$ cat src/rtl/rr_arb_pkg.sv
// -----------------------------------------------------------------------------
// rr_arb_pkg
//   Shared types and helpers for the round-robin req/gnt arbiter.
//   - arb_state_t : arbiter FSM states (IDLE, OWN, GAP)
//   - pick_t      : result of a rotate-priority search (found flag + index)
//   - rr_pick()   : first set request bit scanning ptr, ptr+1, ... mod n
// -----------------------------------------------------------------------------
package rr_arb_pkg;

  // Widest configuration supported by the picker helper.
  localparam int MAX_REQ = 16;
  localparam int PTR_W   = 4;

  typedef enum logic [1:0] {
    IDLE = 2'd0,
    OWN  = 2'd1,
    GAP  = 2'd2
  } arb_state_t;

  typedef struct packed {
    logic             found;
    logic [PTR_W-1:0] idx;
  } pick_t;

  // Scan n requesters starting at ptr, wrapping at n. Request bits at or above
  // n are ignored. n is a module parameter at every call site, so the loop
  // unrolls into a fixed priority network.
  function automatic pick_t rr_pick(input logic [MAX_REQ-1:0] req,
                                    input logic [PTR_W-1:0]   ptr,
                                    input int                 n);
    pick_t res;
    int    c;
    res.found = 1'b0;
    res.idx   = '0;
    for (int k = 0; k < MAX_REQ; k++) begin
      if (k < n && !res.found) begin
        c = int'(ptr) + k;
        if (c >= n) c = c - n;
        if (req[PTR_W'(c)]) begin
          res.found = 1'b1;
          res.idx   = PTR_W'(c);
        end
      end
    end
    return res;
  endfunction

endpackage

$ cat src/rtl/rr_arb_pick.sv
// -----------------------------------------------------------------------------
// rr_arb_pick
//   Combinational rotate-priority picker. Returns the first requester with its
//   req bit set, scanning from ptr upwards and wrapping at NUM_REQ.
// Ports:
//   req  in  NUM_REQ          request vector
//   ptr  in  $clog2(NUM_REQ)  highest-priority index this decision
//   idx  out $clog2(NUM_REQ)  winning index (meaningful only when any=1)
//   any  out 1                at least one request present
// -----------------------------------------------------------------------------
module rr_arb_pick
  import rr_arb_pkg::*;
#(
  parameter int NUM_REQ = 4
) (
  input  logic [NUM_REQ-1:0]         req,
  input  logic [$clog2(NUM_REQ)-1:0] ptr,
  output logic [$clog2(NUM_REQ)-1:0] idx,
  output logic                       any
);

  localparam int IDW = $clog2(NUM_REQ);

  logic [MAX_REQ-1:0] req_ext;
  pick_t              pick_res;

  // Zero-extend the request vector to the helper's fixed width.
  generate
    for (genvar gi = 0; gi < MAX_REQ; gi++) begin : g_ext
      if (gi < NUM_REQ) begin : g_live
        assign req_ext[gi] = req[gi];
      end else begin : g_pad
        assign req_ext[gi] = 1'b0;
      end
    end
  endgenerate

  always_comb begin
    pick_res = rr_pick(req_ext, PTR_W'(ptr), NUM_REQ);
    idx      = IDW'(pick_res.idx);
    any      = pick_res.found;
  end

endmodule

$ cat src/rtl/rr_req_gnt_arbiter.sv
// -----------------------------------------------------------------------------
// rr_req_gnt_arbiter
//   Round-robin arbiter sharing one resource among NUM_REQ requesters over a
//   level req / registered gnt handshake. An owner keeps the grant while its
//   req stays high, for at most MAX_HOLD cycles (0 = unlimited). Every tenure
//   is followed by one dead GAP cycle before the next decision.
// Parameters:
//   NUM_REQ   number of requesters (2..16)
//   MAX_HOLD  max consecutive grant cycles per tenure, 0 = unlimited
// Ports:
//   clk     in   1                single clock, posedge
//   rst     in   1                asynchronous active-high reset
//   req     in   NUM_REQ          level requests
//   gnt     out  NUM_REQ          one-hot0 registered grant
//   gnt_id  out  $clog2(NUM_REQ)  owner index, valid while busy
//   busy    out  1                resource owned (|gnt)
//   expire  out  1                1-cycle pulse when MAX_HOLD revokes a grant
// Configuration:
//   RR_REQ_GNT_ARB_SVA_EN  when defined, compiles concurrent assertions on the
//                          grant protocol; behaviour is otherwise identical.
// -----------------------------------------------------------------------------
module rr_req_gnt_arbiter
  import rr_arb_pkg::*;
#(
  parameter int NUM_REQ  = 4,
  parameter int MAX_HOLD = 16
) (
  input  logic                       clk,
  input  logic                       rst,
  input  logic [NUM_REQ-1:0]         req,
  output logic [NUM_REQ-1:0]         gnt,
  output logic [$clog2(NUM_REQ)-1:0] gnt_id,
  output logic                       busy,
  output logic                       expire
);

  localparam int IDW = $clog2(NUM_REQ);
  // With unlimited hold the counter is still kept (1 bit, saturating) so the
  // datapath does not change shape between configurations.
  localparam int HCW = (MAX_HOLD == 0) ? 1 : $clog2(MAX_HOLD + 1);
  localparam logic [HCW-1:0] HOLD_SAT = '1;
  localparam logic [HCW-1:0] HOLD_LIM = (MAX_HOLD == 0) ? HOLD_SAT : HCW'(MAX_HOLD);
  localparam logic [IDW-1:0] LAST_ID  = IDW'(NUM_REQ - 1);

  arb_state_t     state_q, state_d;
  logic [IDW-1:0] ptr_q, ptr_d;
  logic [HCW-1:0] hold_cnt_q, hold_cnt_d;
  logic [NUM_REQ-1:0] gnt_q, gnt_d;
  logic [IDW-1:0] gnt_id_q, gnt_id_d;
  logic           expire_q, expire_d;

  logic [IDW-1:0] pick_idx;
  logic           pick_any;
  logic [IDW-1:0] ptr_after_owner;
  logic           owner_req;
  logic           hold_limit_hit;

  rr_arb_pick #(
    .NUM_REQ (NUM_REQ)
  ) u_pick (
    .req (req),
    .ptr (ptr_q),
    .idx (pick_idx),
    .any (pick_any)
  );

  // After any tenure the owner drops to lowest priority.
  assign ptr_after_owner = (gnt_id_q == LAST_ID) ? '0 : gnt_id_q + IDW'(1);
  assign owner_req       = req[gnt_id_q];
  assign hold_limit_hit  = (MAX_HOLD != 0) && (hold_cnt_q == HOLD_LIM);

  always_comb begin
    state_d    = state_q;
    ptr_d      = ptr_q;
    hold_cnt_d = hold_cnt_q;
    gnt_d      = gnt_q;
    gnt_id_d   = gnt_id_q;
    expire_d   = 1'b0;

    unique case (state_q)
      IDLE: begin
        if (pick_any) begin
          gnt_d           = '0;
          gnt_d[pick_idx] = 1'b1;
          gnt_id_d        = pick_idx;
          hold_cnt_d      = HCW'(1);
          state_d         = OWN;
        end
      end

      OWN: begin
        if (!owner_req) begin
          gnt_d   = '0;
          ptr_d   = ptr_after_owner;
          state_d = GAP;
        end else if (hold_limit_hit) begin
          gnt_d    = '0;
          expire_d = 1'b1;
          ptr_d    = ptr_after_owner;
          state_d  = GAP;
        end else if (hold_cnt_q != HOLD_SAT) begin
          hold_cnt_d = hold_cnt_q + HCW'(1);
        end
      end

      GAP: begin
        // Dead cycle so two owners never see back-to-back grants.
        gnt_d   = '0;
        state_d = IDLE;
      end

      default: begin
        gnt_d   = '0;
        state_d = IDLE;
      end
    endcase
  end

  always_ff @(posedge clk or posedge rst) begin
    if (rst) begin
      state_q    <= IDLE;
      ptr_q      <= '0;
      hold_cnt_q <= '0;
      gnt_q      <= '0;
      gnt_id_q   <= '0;
      expire_q   <= 1'b0;
    end else begin
      state_q    <= state_d;
      ptr_q      <= ptr_d;
      hold_cnt_q <= hold_cnt_d;
      gnt_q      <= gnt_d;
      gnt_id_q   <= gnt_id_d;
      expire_q   <= expire_d;
    end
  end

  assign gnt    = gnt_q;
  assign gnt_id = gnt_id_q;
  assign busy   = |gnt_q;
  assign expire = expire_q;

`ifdef RR_REQ_GNT_ARB_SVA_EN
  a_gnt_onehot0: assert property (@(posedge clk) disable iff (rst) $onehot0(gnt));

  a_expire_not_busy: assert property (@(posedge clk) disable iff (rst) expire |-> !busy);

  generate
    for (genvar gi = 0; gi < NUM_REQ; gi++) begin : g_sva_req
      a_gnt_had_req: assert property (@(posedge clk) disable iff (rst)
        gnt[gi] |-> $past(req[gi]));

      a_idle_rise_granted: assert property (@(posedge clk) disable iff (rst)
        (state_q == IDLE && $rose(req[gi]) && $past(!req[gi], 1) && $onehot(req))
          |=> $rose(gnt[gi]));
    end

    if (MAX_HOLD != 0) begin : g_sva_hold
      // Tenures are separated by GAP, so a busy run equals one tenure.
      logic [HCW:0] sva_run_q;
      always_ff @(posedge clk or posedge rst) begin
        if (rst) begin
          sva_run_q <= '0;
        end else if (busy) begin
          if (sva_run_q != '1) sva_run_q <= sva_run_q + (HCW+1)'(1);
        end else begin
          sva_run_q <= '0;
        end
      end

      a_hold_limit: assert property (@(posedge clk) disable iff (rst)
        sva_run_q <= (HCW+1)'(MAX_HOLD));
    end
  endgenerate
`endif

endmodule

$ cat config.mk
export PLATFORM = sky130hd
export DESIGN_NAME = rr_req_gnt_arbiter
export DESIGN_NICKNAME = d
export VERILOG_FILES = /design/src/rtl/rr_arb_pkg.sv /design/src/rtl/rr_arb_pick.sv /design/src/rtl/rr_req_gnt_arbiter.sv
export SDC_FILE = /design/constraint.sdc
export NUM_CORES = 1
export LEC_CHECK = 0
export ABC_AREA = 0
export CORE_UTILIZATION = 44
export DETAILED_ROUTE_END_ITERATION = 10
export PLACE_DENSITY = 0.66
export SYNTH_ARGS = -nofsm -noshare
export SYNTH_HDL_FRONTEND = slang
export SYNTH_SLANG_ARGS = --single-unit
$ cat constraint.sdc
create_clock -name clk -period 3.2 [get_ports clk]
set_clock_uncertainty 0.2 [all_clocks]
set_input_delay 0.48 -clock clk [delete_from_list [all_inputs] [get_ports clk]]
set_output_delay 0.48 -clock clk [all_outputs]
set_load 0.03 [all_outputs]
Word-level counts from Yosys, hierarchy flattened. Cells that the tools add are included.

Add/subtract/negate cells: 9. Multiply operators: 0. Div/mod/pow operators: 0. Magnitude comparators: 11. Equality and inequality tests: 10. Shift-type cells: 0. Multiplexer cells: 49. Bitwise gates (word level): 0. Reduce and logical (&&, ||, !) cells: 8.

Operators by type and width (number): $ge A32 B4 Y1 const B (3); $mux W5 (11); $mux W4 (10); $lt A4 B6 Y1 const B (4); $bmux W1 S4 (4); $mux W1 (13); $mux W2 (6); $sub A4 B4 Y4 const B (3); $pmux W5 S2 (1); $pmux W4 S2 (1); $add A2 B2 Y3 const B (2); $lt A2 B3 Y1 const B (2); $ne A2 B2 Y1 const B (3); $reduce_and A2 Y1 (3); $add A5 B1 Y5 const B (1); $eq A5 B5 Y1 const B (1); $ne A5 B5 Y1 const B (1); $reduce_and A5 Y1 (1); $ne A2 B1 Y1 const B (2); $pmux W2 S2 (1); $reduce_or A4 Y1 (1); $sub A2 B3 Y4 const B (1); $add A2 B1 Y3 const B (1); $ge A2 B3 Y1 const B (1); 10 further kinds (10).

Register bits after elaboration: 16. Latch bits: 0. Memory bits (writable): 0. Bits in read-only memories: 0. Output and inout port bits: 8. Logic and storage cells: 93. Memories: 0.

Depth between registers and ports, before layout.
Depth in word-level cells: 30. Mapped depth: 8. Depth with buffers taken out: 7.

Cells and area by module. From an unflattened synthesis, not the netlist that was laid out.

Cell total of the unflattened synthesis: 100. Area total of the unflattened synthesis: 1086.0 µm².

Modules (own cells, without submodules): rr_req_gnt_arbiter (times used 1, cells each 68, area each 764.5 µm²); rr_arb_pick (times used 1, cells each 32, area each 321.6 µm²).

Worst setup path after synthesis. Ideal clock, no wire load.

Path kind: reg2reg. Start point: reg ptr_q[0]. End point: reg gnt_q[1], in the netlist gnt[1]. Library setup time: 0.101 ns. Arrival time: 2.168 ns. Required time: 2.899 ns. Setup slack: 0.732 ns. Cell stages (with the launch flop): 8. Path through: dfrtp_1 buf_6 inv_1 ha_1 or3_1 and3_1 a311o_1 o32ai_1.

Cells in the longest elaborated chain, start to end: 19. Elaborated cells on any way between the ends: 46. Those cells by class: 7 x add/sub; 6 x order compare; 1 x eq/ne; 30 x mux; 2 x reduce/logical.

Ends and longest elaborated chain: from (decl) (RTL line rr_req_gnt_arbiter.sv:46) `logic [IDW-1:0] ptr_q, ptr_d;`; from (signal assigned) (RTL line rr_req_gnt_arbiter.sv:129) `ptr_q <= ptr_d;`; $add A2 B1 Y3 (RTL line rr_arb_pkg.sv:37) `c = int'(ptr) + k;`; $ge A32 B4 Y1 / $sub A4 B4 Y4 (equally long branches) (RTL line rr_arb_pkg.sv:38) `if (c >= n) c = c - n;`; $mux W4 (RTL line rr_arb_pkg.sv:38); $mux W4 (RTL line rr_arb_pkg.sv:36) `if (k < n && !res.found) begin`; $bmux W1 S4 (RTL line rr_arb_pkg.sv:39) `if (req[PTR_W'(c)]) begin`; $mux W1 (not written as such) (2 in a row) (RTL line rr_arb_pkg.sv:39); $mux W5 (RTL line rr_arb_pkg.sv:39); $mux W5 (RTL line rr_arb_pkg.sv:36); (+2 left out); $mux W5 (RTL line rr_arb_pkg.sv:39); $mux W5 (*) (RTL line rr_arb_pkg.sv:36); $lt A2 B3 Y1 (not written as such) / $ge A2 B1 Y1 (equally long branches) (RTL line rr_req_gnt_arbiter.sv:84) `gnt_d[pick_idx] = 1'b1;`; $logic_and A1 B1 Y1 (not written as such) (RTL line rr_req_gnt_arbiter.sv:84); $mux W1 (not written as such) (RTL line rr_req_gnt_arbiter.sv:84); $demux W1 S2 (RTL line rr_req_gnt_arbiter.sv:84); $mux W4 (RTL line rr_req_gnt_arbiter.sv:82) `if (pick_any) begin`; $pmux W4 S2 (RTL line rr_req_gnt_arbiter.sv:80) `unique case (state_q)`; to (signal assigned) (RTL line rr_req_gnt_arbiter.sv:131) `gnt_q <= gnt_d;`; to (decl) (RTL line rr_req_gnt_arbiter.sv:48) `logic [NUM_REQ-1:0] gnt_q, gnt_d;`.

Every way passes the cells marked *; elsewhere a longest branch is shown, timed or not. The select of a mux whose other input is x is not followed. A chain may end at the register's enable or synchronous reset.

Worst setup path after layout.
Start point: reg ptr_q[1]. End point: reg gnt_q[3], in the netlist gnt[3].

The elaborated chain is that of the path after synthesis.

==> results.py <==
metrics = {
    "place": {
        "gp_congestion": 0.8320,
        "dp_hpwl_mm": 1.705,
        "port_buffers": 13,
    },
    "sta": {
        "slew_violations": 0,
        "hold_ws_ns": 0.3418,
        "period_share": 0.8639,
        "grt_setup_unrepaired": "no",
        "setup_viol": 0,
        "final.min_clock_period_ns": 2.764,
        "max_freq_mhz": 361.8,
        "tns_ns": 0,
        "tightest_slew_ns": 0.6025,
        "hold_viol": 0,
        "relSlewSlack": 0.5979,
    },
    "route": {
        "drtPass1Iterations": 4,
        "drcViolationCount": 0,
        "vias": 870,
        "wl_per_cell_um": 14.54,
        "drt_iter0_drc": 25,
        "ant_nets": 0,
        "routed_wl_mm": 2.196,
        "vias_per_cell": 5.762,
    },
    "min_path": {
        "hp-class": "in -> async",
    },
    "synthesis": {
        "ys_warn_count": 0,
        "ys_ff_latch": 16,
        "ys_types": 43,
        "synthesis.area_um2": 1104,
        "ys.flop_type": "dfrtp_1",
        "syn_avg_cell_area_um2": 10.12,
        "synth_edf_count": 0,
        "seq_area_frac_synth": 0.3628,
        "netlist_instances": 109,
        "async_reset_ff_frac": 1.000,
        "synth_fp_nets": 123,
    },
    "floorplan": {
        "fp.coreArea_um2": 2297,
        "ios": 14,
        "die_height_um": 52.08,
        "dieArea_um2": 2712,
        "die_w_um": 52.08,
        "start_util": 0.4804,
        "rows": 17,
    },
    "critical_path": {
        "cp.required_ns": 3.16,
        "start_kind": "register",
        "cp.arrival_ns": 2.73,
        "path_class": "reg -> reg",
        "cp-startpoint": "ptr_q[1]$_DFFE_PP0P_",
        "r2r_start": "ptr_q[1]$_DFFE_PP0P_",
        "crit_slowest_cell": "a311oi_1",
        "reg2reg_setup_slack_ns": 0.44,
        "max_stage_delay_ns": 0.53,
        "end_kind": "register",
        "cpLargestDelayFamily": "simple AND/OR/NAND/NOR gates",
        "path_cells": "inv_1, ha_1, or3_1, and3_1, a311oi_1, o32ai_1",
        "ff2ff_path_depth": 6,
        "critical_path.max_fanout": 8,
        "path_buf_inv": 1,
        "reg2reg_to": "gnt[3]$_DFFE_PP0P_",
    },
    "clocking": {
        "clk_latency_ns": 0.29,
        "cts_buffer_depth": 2,
        "path_clk_slew_ns": 0.10,
        "htree_levels": 1,
        "cts_buffers": 3,
        "ctsResizeCount": 0,
        "holdBufCountCts": 0,
        "clock-root-buffer": "clkbuf_4",
        "post_cts.repair.setup_buffers": 0,
        "cts.sinks": 16,
        "cts_tree": "built",
    },
    "final_layout": {
        "layout-drive-gt1-share": 0.1545,
        "mostFrequentLayoutCell": "dfrtp_1",
        "syn2layout_area_growth_pct": 16.78,
        "diodes": 0,
        "final_cell_mix": "dfrtp_1, clkdlybuf4s50_1, inv_1",
        "n_fill_cell": 218,
        "final_nets": 138,
    },
    "global_routing": {
        "gr-total-overflow": 0,
        "grt_pass1_wl_mm": 3.788,
        "grt_max_degree": 17,
        "track_usage": 0.1952,
        "grt_antenna_before_repair": 0,
        "grt_pass1_vias": 842,
    },
    "power": {
        "ir_drop_mv": 0.6339,
        "p_per_area_nw_per_um2": 969.5,
        "leakage_nw": 0.5567,
    },
    "job": {
        "cap_violations": 0,
    },
    "run_status": {
        "outcome": "finished clean",
    },
}
[report_power, final]
group,switching [mW],total [mW],internal (mW)
logic,0.431,0.770,0.339
registers,0.0715,0.341,0.270
clock network,0.0688,0.138,0.0693
[synth_stat cells (2+ instances only)]
master | instances | area, um2
or3_1 | 2 | 12.51
inv_1 | 9 | 33.78
mux4_2 | 2 | 45.04
mux2_2 | 3 | 33.78
xor2_1 | 2 | 17.52
clkbuf_1 | 2 | 7.510
a21oi_1 | 4 | 20.02
a22oi_1 | 2 | 15.01
ha_1 | 8 | 100.1
mux2i_1 | 3 | 30.03
nor2b_1 | 2 | 12.51
o21ai_0 | 2 | 10.01
dfrtp_1 | 16 | 400.4
nand3_1 | 3 | 15.01
nand4_1 | 2 | 12.51
nand2_1 | 7 | 26.28
nor2_1 | 7 | 26.28
o32ai_1 | 6 | 52.55
and3_1 | 2 | 12.51
a22o_1 | 2 | 17.52
[sequential cells by signal (all words and copies together) (netlist names)]
signal	cells
hold_cnt_q	5
gnt	4
gnt_id	2
ptr_q	2
state_q	2
expire	1
[cell families (layout without fill, tap and decap cells)]
group / Yosys count / in the layout / share of synthesized area
AND/OR/NAND/NOR: 35 / 35 / 0.1780
adder cells (fa/ha/maj): 8 / 8 / 0.09071
multiplexers: 9 / 9 / 0.1122
flip-flops: 16 / 16 / 0.3628
XOR/XNOR: 2 / 2 / 0.01588
buffers and inverters: 13 / 27 / 0.05215
AO/OA/AOI/OAI: 26 / 26 / 0.1882
[layout make-up]
class	instances	area (um2)	share of cell area
inverter	9	33.78	0.02621
sequential	16	400.4	0.3107
multi-input combinational	80	645.6	0.5010
timing repair buffer	14	137.6	0.1068
clock buffer	4	36.28	0.02816
tap	28	35.03	0.02718
[per-stage QoR]
stage	instance area [um2]	instances	total power, mW	setup WS, ns	utilization
after floorplan	1104	109	0.9280	0.7318	-
after global placement	1252	147	1.097	0.3840	0.5452
after detailed placement	1252	147	1.109	0.3550	0.5452
after CTS	1289	151	1.252	0.4670	0.5610
after global routing	1289	151	1.355	0.2782	0.5610
final	1289	151	1.249	0.4357	0.5610
[metal layers]
| layer | track usage | share of wire | up-vias |
|---|---|---|---|
| met5 | 0 | 0 | - |
| met4 | 0.08108 | 0.0096 | 0 |
| met3 | 0.03801 | 0.043 | 4 |
| met2 | 0.3056 | 0.45 | 24 |
| met1 | 0.2611 | 0.49 | 411 |
| li1 | - | - | 431 |
[how the worst max path moves through the flow]
stage                               to  slack [ns]  cells after the start
finish              gnt[3]$_DFFE_PP0P_        0.44                      6
global route        gnt[3]$_DFFE_PP0P_        0.28                      6
CTS                 gnt[3]$_DFFE_PP0P_        0.47                      6
detailed placement  gnt[3]$_DFFE_PP0P_        0.35                      6
global placement    gnt[3]$_DFFE_PP0P_        0.38                      6
floorplan           gnt[1]$_DFFE_PP0P_        0.73                      7
(Power assumes the default switching activity.)
